--- src/rtl/ex_mem_stage.sv ---
// Execute stage and EX/MEM pipeline register: forwarding, ALU, branch resolve, squash.
// Define EX_MUL_EN to build the iterative shift-add multiplier that stalls the front end.
module ex_mem_stage #(
  parameter int XLEN       = 64,
  parameter int MUL_CYCLES = 64
) (
  input  logic            clk,
  input  logic            reset,
  input  logic            ID_EX_RegWrite,
  input  logic            ID_EX_MemRead,
  input  logic            ID_EX_MemToReg,
  input  logic            ID_EX_MemWrite,
  input  logic            ID_EX_Branch,
  input  logic            ID_EX_ALUSrc,
  input  logic [1:0]      ID_EX_ALUOp,
  input  logic [XLEN-1:0] ID_EX_PC_out,
  input  logic [XLEN-1:0] ID_EX_ReadData1,
  input  logic [XLEN-1:0] ID_EX_ReadData2,
  input  logic [XLEN-1:0] ID_EX_ImmData,
  input  logic [4:0]      ID_EX_RS1,
  input  logic [4:0]      ID_EX_RS2,
  input  logic [4:0]      ID_EX_RD,
  input  logic [3:0]      ID_EX_Funct,
  input  logic            MEM_WB_RegWrite,
  input  logic [4:0]      MEM_WB_RD,
  input  logic [XLEN-1:0] MEM_WB_WriteData,
  output logic            EX_MEM_RegWrite,
  output logic            EX_MEM_MemRead,
  output logic            EX_MEM_MemToReg,
  output logic            EX_MEM_MemWrite,
  output logic [XLEN-1:0] EX_MEM_ALUResult,
  output logic [XLEN-1:0] EX_MEM_WriteData,
  output logic [4:0]      EX_MEM_RD,
  output logic            EX_MEM_PCSrc,
  output logic [XLEN-1:0] EX_MEM_BranchTarget,
  output logic            Stall
);

  logic [XLEN-1:0] fwd_a;
  logic [XLEN-1:0] fwd_b;
  logic [XLEN-1:0] op_b;
  logic [XLEN-1:0] alu_res;
  logic [XLEN-1:0] br_target;
  logic [XLEN-1:0] mul_result;
  logic            squash;
  logic            br_taken;
  logic            mul_bubble;
  logic            mul_done;

  function automatic logic fwd_hit(input logic we, input logic [4:0] rd, input logic [4:0] rs);
    return we && (rd != 5'd0) && (rd == rs);
  endfunction

  function automatic logic [XLEN-1:0] alu_f(input logic [1:0] op, input logic [3:0] funct,
                                            input logic [XLEN-1:0] a, input logic [XLEN-1:0] b);
    logic [XLEN-1:0] r;
    r = a + b;
    if (op == 2'b01) begin
      r = a - b;
    end else if (op == 2'b10) begin
      case (funct)
        4'b1000: r = a - b;
        4'b0111: r = a & b;
        4'b0110: r = a | b;
        4'b0001: r = a << b[5:0];
        4'b0101: r = a >> b[5:0];
        default: r = a + b;
      endcase
    end
    return r;
  endfunction

  function automatic logic branch_cond(input logic [2:0] f3, input logic [XLEN-1:0] a,
                                       input logic [XLEN-1:0] b);
    logic signed [XLEN-1:0] sa;
    logic signed [XLEN-1:0] sb;
    sa = a;
    sb = b;
    case (f3)
      3'b000:  return a == b;
      3'b001:  return a != b;
      3'b100:  return sa < sb;
      default: return 1'b0;
    endcase
  endfunction

  // EX/MEM results are newer than MEM/WB; a load in EX/MEM has no value yet.
  always_comb begin
    fwd_a = ID_EX_ReadData1;
    if (fwd_hit(EX_MEM_RegWrite && !EX_MEM_MemRead, EX_MEM_RD, ID_EX_RS1))
      fwd_a = EX_MEM_ALUResult;
    else if (fwd_hit(MEM_WB_RegWrite, MEM_WB_RD, ID_EX_RS1))
      fwd_a = MEM_WB_WriteData;
    fwd_b = ID_EX_ReadData2;
    if (fwd_hit(EX_MEM_RegWrite && !EX_MEM_MemRead, EX_MEM_RD, ID_EX_RS2))
      fwd_b = EX_MEM_ALUResult;
    else if (fwd_hit(MEM_WB_RegWrite, MEM_WB_RD, ID_EX_RS2))
      fwd_b = MEM_WB_WriteData;
  end

  assign op_b      = ID_EX_ALUSrc ? ID_EX_ImmData : fwd_b;
  assign alu_res   = alu_f(ID_EX_ALUOp, ID_EX_Funct, fwd_a, op_b);
  assign br_taken  = ID_EX_Branch && branch_cond(ID_EX_Funct[2:0], fwd_a, fwd_b);
  assign br_target = ID_EX_PC_out + (ID_EX_ImmData << 1);
  assign squash    = EX_MEM_PCSrc;

`ifdef EX_MUL_EN
  typedef enum logic [1:0] {MUL_IDLE, MUL_BUSY, MUL_DONE} mul_state_t;
  localparam int CNT_W = $clog2(MUL_CYCLES + 1);

  mul_state_t      mul_state;
  logic [CNT_W-1:0] mul_cnt;
  logic [XLEN-1:0] mcand;
  logic [XLEN-1:0] mplier;
  logic [XLEN-1:0] prod;
  logic            mul_start;

  assign mul_start  = (mul_state == MUL_IDLE) && (ID_EX_ALUOp == 2'b11) &&
                      (ID_EX_Funct[2:0] == 3'b000) && !squash;
  assign mul_bubble = mul_start || (mul_state == MUL_BUSY);
  assign mul_done   = (mul_state == MUL_DONE);
  assign mul_result = prod;
  // Gated by reset so an abort releases the front end immediately.
  assign Stall      = mul_bubble && !reset;

  always_ff @(posedge clk or posedge reset) begin
    if (reset) begin
      mul_state <= MUL_IDLE;
      mul_cnt   <= '0;
    end else begin
      case (mul_state)
        MUL_IDLE: if (mul_start) begin
          mul_state <= MUL_BUSY;
          mul_cnt   <= '0;
        end
        MUL_BUSY: begin
          mul_cnt <= mul_cnt + 1'b1;
          if (mul_cnt == CNT_W'(MUL_CYCLES - 1)) mul_state <= MUL_DONE;
        end
        default: mul_state <= MUL_IDLE;
      endcase
    end
  end

  // Shift-add datapath: one multiplier bit retired per BUSY cycle.
  always_ff @(posedge clk) begin
    if (mul_start) begin
      mcand  <= fwd_a;
      mplier <= op_b;
      prod   <= '0;
    end else if (mul_state == MUL_BUSY) begin
      if (mplier[0]) prod <= prod + mcand;
      mcand  <= mcand << 1;
      mplier <= mplier >> 1;
    end
  end
`else
  assign mul_bubble = 1'b0;
  assign mul_done   = 1'b0;
  assign mul_result = '0;
  assign Stall      = 1'b0;
`endif

  // EX -> EX/MEM register boundary
  always_ff @(posedge clk or posedge reset) begin
    if (reset) begin
      EX_MEM_RegWrite     <= 1'b0;
      EX_MEM_MemRead      <= 1'b0;
      EX_MEM_MemToReg     <= 1'b0;
      EX_MEM_MemWrite     <= 1'b0;
      EX_MEM_PCSrc        <= 1'b0;
      EX_MEM_RD           <= 5'd0;
      EX_MEM_ALUResult    <= '0;
      EX_MEM_WriteData    <= '0;
      EX_MEM_BranchTarget <= '0;
    end else begin
      EX_MEM_ALUResult    <= mul_done ? mul_result : alu_res;
      EX_MEM_WriteData    <= fwd_b;
      EX_MEM_BranchTarget <= br_target;
      if (squash || mul_bubble) begin
        EX_MEM_RegWrite <= 1'b0;
        EX_MEM_MemRead  <= 1'b0;
        EX_MEM_MemToReg <= 1'b0;
        EX_MEM_MemWrite <= 1'b0;
        EX_MEM_PCSrc    <= 1'b0;
        EX_MEM_RD       <= 5'd0;
      end else begin
        EX_MEM_RegWrite <= ID_EX_RegWrite;
        EX_MEM_MemRead  <= ID_EX_MemRead;
        EX_MEM_MemToReg <= ID_EX_MemToReg;
        EX_MEM_MemWrite <= ID_EX_MemWrite;
        EX_MEM_PCSrc    <= br_taken;
        EX_MEM_RD       <= ID_EX_RD;
      end
    end
  end

endmodule

--- config.mk ---
export PLATFORM = sky130hd
export DESIGN_NAME = ex_mem_stage
export DESIGN_NICKNAME = d
export VERILOG_FILES = /design/src/rtl/ex_mem_stage.sv
export SDC_FILE = /design/constraint.sdc
export NUM_CORES = 2
export LEC_CHECK = 0
export BUFFER_PORTS_ARGS = -buffer_cell sky130_fd_sc_hd__buf_2
export CORE_MARGIN = 3
export CORE_UTILIZATION = 40
export DETAILED_ROUTE_END_ITERATION = 6
export PLACE_DENSITY_LB_ADDON = 0.3
export SLEW_MARGIN = 20
export SYNTH_ARGS = -nofsm -noshare
export SYNTH_HDL_FRONTEND = slang
export SYNTH_SLANG_ARGS = --single-unit
--- constraint.sdc ---
create_clock -name clk -period 13.3 [get_ports clk]
set_clock_uncertainty 0.1 [all_clocks]
set_input_delay 0.665 -clock clk [delete_from_list [all_inputs] [get_ports clk]]
set_output_delay 0.665 -clock clk [all_outputs]
set_load 0.05 [all_outputs]
Yosys cells after proc, flatten, opt, wreduce, memory -nomap -nowiden --
Cells that the tools add are included. W data, S select, Z words.
Storage, ports and cells: bits of input ports 355, word-level logic and storage cells 59, register bits after elaboration 202
Cells by class: shift-type cells 2, reduce and logical (&&, ||, !) cells 12, muxes and demuxes 15, add/sub/neg operators 3, $lt $le $gt $ge 1, bitwise gates (word level) 2, equal/unequal tests 15
Operator list (number):
- $mux W64 | 7
- $pmux W64 S5 | 1
- $add A64 B64 Y64 | 2
- $and A64 B64 Y64 | 1
- $eq A64 B64 Y1 | 1
- $lt A64 B64 Y1 | 1
- $ne A64 B64 Y1 | 1
- $or A64 B64 Y64 | 1
- $shl A64 B6 Y64 | 1
- $shr A64 B6 Y64 | 1
- $sub A64 B64 Y64 | 1
- $eq A5 B5 Y1 | 4
- $eq A4 B3 Y1 const B | 3
- $reduce_bool A5 Y1 | 2
- $logic_and A1 B1 Y1 | 8
- $mux W1 | 5
- $mux W5 | 1
- $eq A4 B1 Y1 const B | 1
- $eq A4 B4 Y1 const B | 1
- $eq A3 B1 Y1 const B | 1
- $eq A3 B3 Y1 const B | 1
- $logic_not A3 Y1 | 1
- $pmux W1 S3 | 1
- $eq A2 B1 Y1 const B | 1
- other kinds (2) | 2

Longest topological paths before layout --
word-level depth 10, gate-level depth with buffers 25, gate-level depth less buffers 21

Worst setup path after synthesis --
OpenSTA, ideal clock, no wires.
kind input-to-reg, from input MEM_WB_RD[3], to register EX_MEM_ALUResult[61], stages 24, arrival 6.248 ns, path slack 6.826 ns, path buffers 4, path through xor2_1 > or4b_1 > clkbuf_1 > nor2_1 > buf_1 > buf_1 > mux2i_1 > nand2_1 > o21ai_0 > o21ai_0 > ha_1 > clkbuf_1 > inv_1 > o21ai_0 > a2111oi_0 > nor3_1 > a21oi_1 > a211o_1 > a311o_1 > a21boi_0 > o21a_1 > xnor2_1 > nor2_1 > o32a_1
On the way: longest elaborated chain between the ends 10
RTL lines:
- start: declaration | RTL line 25 | input logic [4:0] MEM_WB_RD,
- $reduce_bool A5 Y1 | RTL line 51 | return we && (rd != 5'd0) && (rd == rs);
- $logic_and A1 B1 Y1 (2 in a row) | RTL line 51
- $mux W64 | RTL line 97 | else if (fwd_hit(MEM_WB_RegWrite, MEM_WB_RD, ID_EX_RS2))
- $mux W64 | RTL line 95 | if (fwd_hit(EX_MEM_RegWrite && !EX_MEM_MemRead, EX_MEM_RD, ID_EX_RS2))
- $mux W64 | RTL line 101 | assign op_b = ID_EX_ALUSrc ? ID_EX_ImmData : fwd_b;
- $add A64 B64 Y64 (tied with other cells) | RTL line 57, 67
- $pmux W64 S5 | RTL line 61 | case (funct)
- $mux W64 | RTL line 60 | end else if (op == 2'b10) begin
- $mux W64 * | RTL line 58 | if (op == 2'b01) begin
- net alu_res[61] | RTL line 42 | logic [XLEN-1:0] alu_res;
- end signal: assignment | RTL line 177 | EX_MEM_ALUResult <= mul_done ? mul_result : alu_res;
- end: declaration | RTL line 31 | output logic [XLEN-1:0] EX_MEM_ALUResult,
The timed path passes the listed nets; every way through them passes the cells marked *.

Final worst setup path --
from input MEM_WB_RD[3], to register EX_MEM_ALUResult[62]
Same word-level chain as after synthesis.

==> impl_metrics.tcl <==
set metrics [dict create \
    powerDensity_nw_per_um2 117 \
    seq_area_frac_synth 0.153 \
    detailed_place_hpwl_mm 185 \
    predominant_post_synthesis_flop_cell "sky130_fd_sc_hd__dfrtp_1" \
    maxCapViolations 0 \
    die-width_um 293 \
    drt_first_iter_violations 6686 \
    worstPathCellList "buf_2 -> xor2_1 -> or4b_1 -> nor2_4 -> buf_4 -> buf_4 -> mux2i_1 -> nand2_1 -> o21ai_0 -> o21ai_0 -> ha_1 -> nand4_1 -> nor4_1 -> and4b_1 -> inv_1 -> a2111oi_0 -> o2111ai_1 -> a211oi_1 -> o211ai_1 -> o21ai_0 -> a221o_1 -> xnor2_1 -> a22oi_1" \
    1st_pass_router_iterations 7 \
    cts.sinks 202 \
    post-layout-total-power_mw 4.45 \
    initial_antenna_violation_count 22 \
    cellLeakagePower_nw 17.3 \
    synth.top_cells.by_area "sky130_fd_sc_hd__dfrtp_1, sky130_fd_sc_hd__ha_1, sky130_fd_sc_hd__o21ai_0" \
    cp_data_arrival_time_ns 9.16 \
    route.detailed.wl_per_inst_um 37.5 \
    remaining_drc_errors 5 \
    clock-root-buffer "sky130_fd_sc_hd__clkbuf_16" \
    setup_viol 0 \
    transition_at_the_pin_with_the_smallest_max_transition_slack_ns 1.34 \
    worst_setup_path_startpoint "MEM_WB_RD[3]" \
    start_util 0.407 \
    global_route.overflow_total 0 \
    pin_count_of_the_biggest_net_entering_global_routing 93 \
    synthesis.instances 4633 \
    synth_enable_flop_cells 0 \
    clk_latency_ns 0.64 \
    io-pin-count 558 \
    hold_viol 0 \
    worst_setup_hold_path_clk_slew_ns 0.07 \
    syn_to_final_growth_pct 15.4 \
    grt_pass1_wl_mm 313 \
    post-synth-top-area-cell "sky130_fd_sc_hd__dfrtp_1" \
    slew_headroom 0.100 \
    critical_path.endpoint_type "flip-flop" \
    rows 104 \
    post_route_cells_drive_above_1_share 0.177 \
    worst_setup_path_start_kind "input port" \
    grt_usage 0.506 \
    synth_cell_type_count 111 \
    regToRegStartpoint "EX_MEM_RD[1]" \
    synthArstFlopShare 1.00 \
    place.port_buffers 556 \
    htreeDepth 1 \
    rsz0062_at_grt "false" \
    failed_checks "design-rule violations" \
    yosys.area.top_type_share 0.153 \
    ys.warnings.count 0 \
    postCtsHoldBufs 0 \
    ys_seq_elements 202 \
    worst_path_largest_cell_delay_ns 0.83 \
    tns_ns 0 \
    postCtsResizedCells 0 \
    max-clock-path-buffers 3 \
    hold_class "in -> reg" \
    fmax_mhz 113 \
    final.fill_count 8486 \
    post_synth_instance_area_um2 33000 \
    min_from "ID_EX_PC_out[0]" \
    routed_wl_mm 230 \
    vdd.ir_drop.worst_uv 122 \
    routed-via-count 43100 \
    run_status "finished, violations left" \
    path_common_cell "sky130_fd_sc_hd__o21ai_0" \
    globalplace.congestion 1.14 \
    antenna_left 0 \
    area_of_the_die_um2 86000 \
    tritoncts "done" \
    synth_area_per_cell_um2 7.12 \
    worstPathRequired_ns 13.65 \
    critical_path.max_fanout 21 \
    nets 5737 \
    final-max-slew-violation-count 0 \
    critical_path_class "in -> reg" \
    core_region_area_um2 81100 \
    slowest_stage "sky130_fd_sc_hd__a211oi_1" \
    first_global_vias 39800 \
    die_h_um 293 \
    final.period_utilization 0.663 \
    vias_per_cell 7.01 \
    cts_setup_buffers 0 \
    syn_nets 5324 \
    final_period_minus_worst_setup_slack_ns 8.81 \
    cts_buffers 28 \
]
[layer usage]
metal	routed length, µm	track usage	up-vias
li1	-	-	18000
met1	85800	0.630	20800
met2	91100	0.715	3502
met3	33400	0.194	761
met4	19900	0.359	10
met5	52	0	-
[Yosys cell counts, drive strengths merged, types with 50 or more instances]
cell type	n
nand3	315
a21o	120
a211oi	67
clkbuf	209
nand2	399
nor2	320
dfrtp	202
xnor2	122
buf	120
inv	279
o21ai	505
ha	333
nor2b	50
a31oi	113
mux2i	174
a21oi	346
nor3	130
o211ai	84
[where the power goes]
part,total [mW],internal (mW),switching (mW)
sequential,0.891,0.723,0.168
combinational,2.73,0.726,2.00
clock,0.831,0.461,0.371
[cell usage in the layout, fill, tap and decap left out, types with 48 or more instances in the layout]
cell / count
sky130_fd_sc_hd__o21ai_1: 66
sky130_fd_sc_hd__o221ai_1: 48
sky130_fd_sc_hd__a211oi_1: 66
sky130_fd_sc_hd__ha_1: 333
sky130_fd_sc_hd__nor2_1: 313
sky130_fd_sc_hd__nand4_1: 48
sky130_fd_sc_hd__buf_4: 156
sky130_fd_sc_hd__o211ai_1: 78
sky130_fd_sc_hd__a21o_1: 120
sky130_fd_sc_hd__dfrtp_1: 202
sky130_fd_sc_hd__xnor2_1: 122
sky130_fd_sc_hd__nor3_1: 128
sky130_fd_sc_hd__nand2_1: 397
sky130_fd_sc_hd__buf_2: 556
sky130_fd_sc_hd__nand3_1: 314
sky130_fd_sc_hd__mux2i_1: 167
sky130_fd_sc_hd__nor2b_1: 48
sky130_fd_sc_hd__o22ai_1: 48
sky130_fd_sc_hd__inv_1: 272
sky130_fd_sc_hd__a21oi_1: 344
sky130_fd_sc_hd__o21ai_0: 436
sky130_fd_sc_hd__a31oi_1: 103
[path summary, 6_finish.rpt]
kind	end	slack (ns)	depth (start not counted)
worst max-delay path	EX_MEM_ALUResult[62]	4.49	23
worst min-delay path	EX_MEM_BranchTarget[0]	0.05	1
worst max register to register	EX_MEM_ALUResult[62]	4.60	19
worst min register to register	EX_MEM_WriteData[23]	0.55	2
max in group asynchronous	EX_MEM_MemRead	10.87	4
min in group asynchronous	EX_MEM_WriteData[35]	0.10	2
[logic make-up after synthesis]
kind of cell | Yosys count | synth area share
compound gates | 1710 | 0.337
simple gates | 1416 | 0.200
buf+inv | 612 | 0.0767
fa+ha+maj | 336 | 0.128
flops | 202 | 0.153
mux | 201 | 0.0638
xor+xnor | 155 | 0.0411
other cells | 1 | 0.000114
[metrics by stage]
step | instance area (µm²) | cells | util | hold WS (ns) | worst slack (ns)
2_1_floorplan | 33000 | 4633 | - | 0.596 | 6.83
3_3_place_gp | 37000 | 6075 | 0.457 | 0.543 | 4.42
3_5_place_dp | 37000 | 6076 | 0.457 | 0.540 | 4.40
4_1_cts | 38000 | 6127 | 0.469 | 0.0497 | 5.02
5_1_grt | 38000 | 6134 | 0.469 | 0.0485 | 4.12
6_report | 38100 | 6147 | 0.470 | 0.0456 | 4.49
[area by class of cell]
class	instances	area, µm²	area share
Clock inverter	16	166	0.00437
Multi-Input combinational cell	3819	25700	0.674
Tap cell	1060	1330	0.0348
Timing Repair Buffer	712	3950	0.104
Antenna cell	20	50.0	0.00131
Sequential cell	202	5050	0.133
Inverter	283	1070	0.0282
Clock buffer	35	788	0.0207
[critical path: cells and delay by family]
kind	cells	cell delay [ns]
xor+xnor	2	0.30
buf+inv	4	1.20
fa+ha+maj	1	0.76
simple gates	6	2.81
mux	1	0.23
compound gates	9	3.16
[flip-flops by register name, summed over array words and instances, names as in the netlist]
register             count
EX_MEM_PCSrc             1
EX_MEM_MemToReg          1
EX_MEM_ALUResult        64
EX_MEM_WriteData        64
EX_MEM_RegWrite          1
EX_MEM_RD                5
EX_MEM_MemRead           1
EX_MEM_BranchTarget     64
EX_MEM_MemWrite          1
No activity file was read; power rests on OpenSTA's default activity.
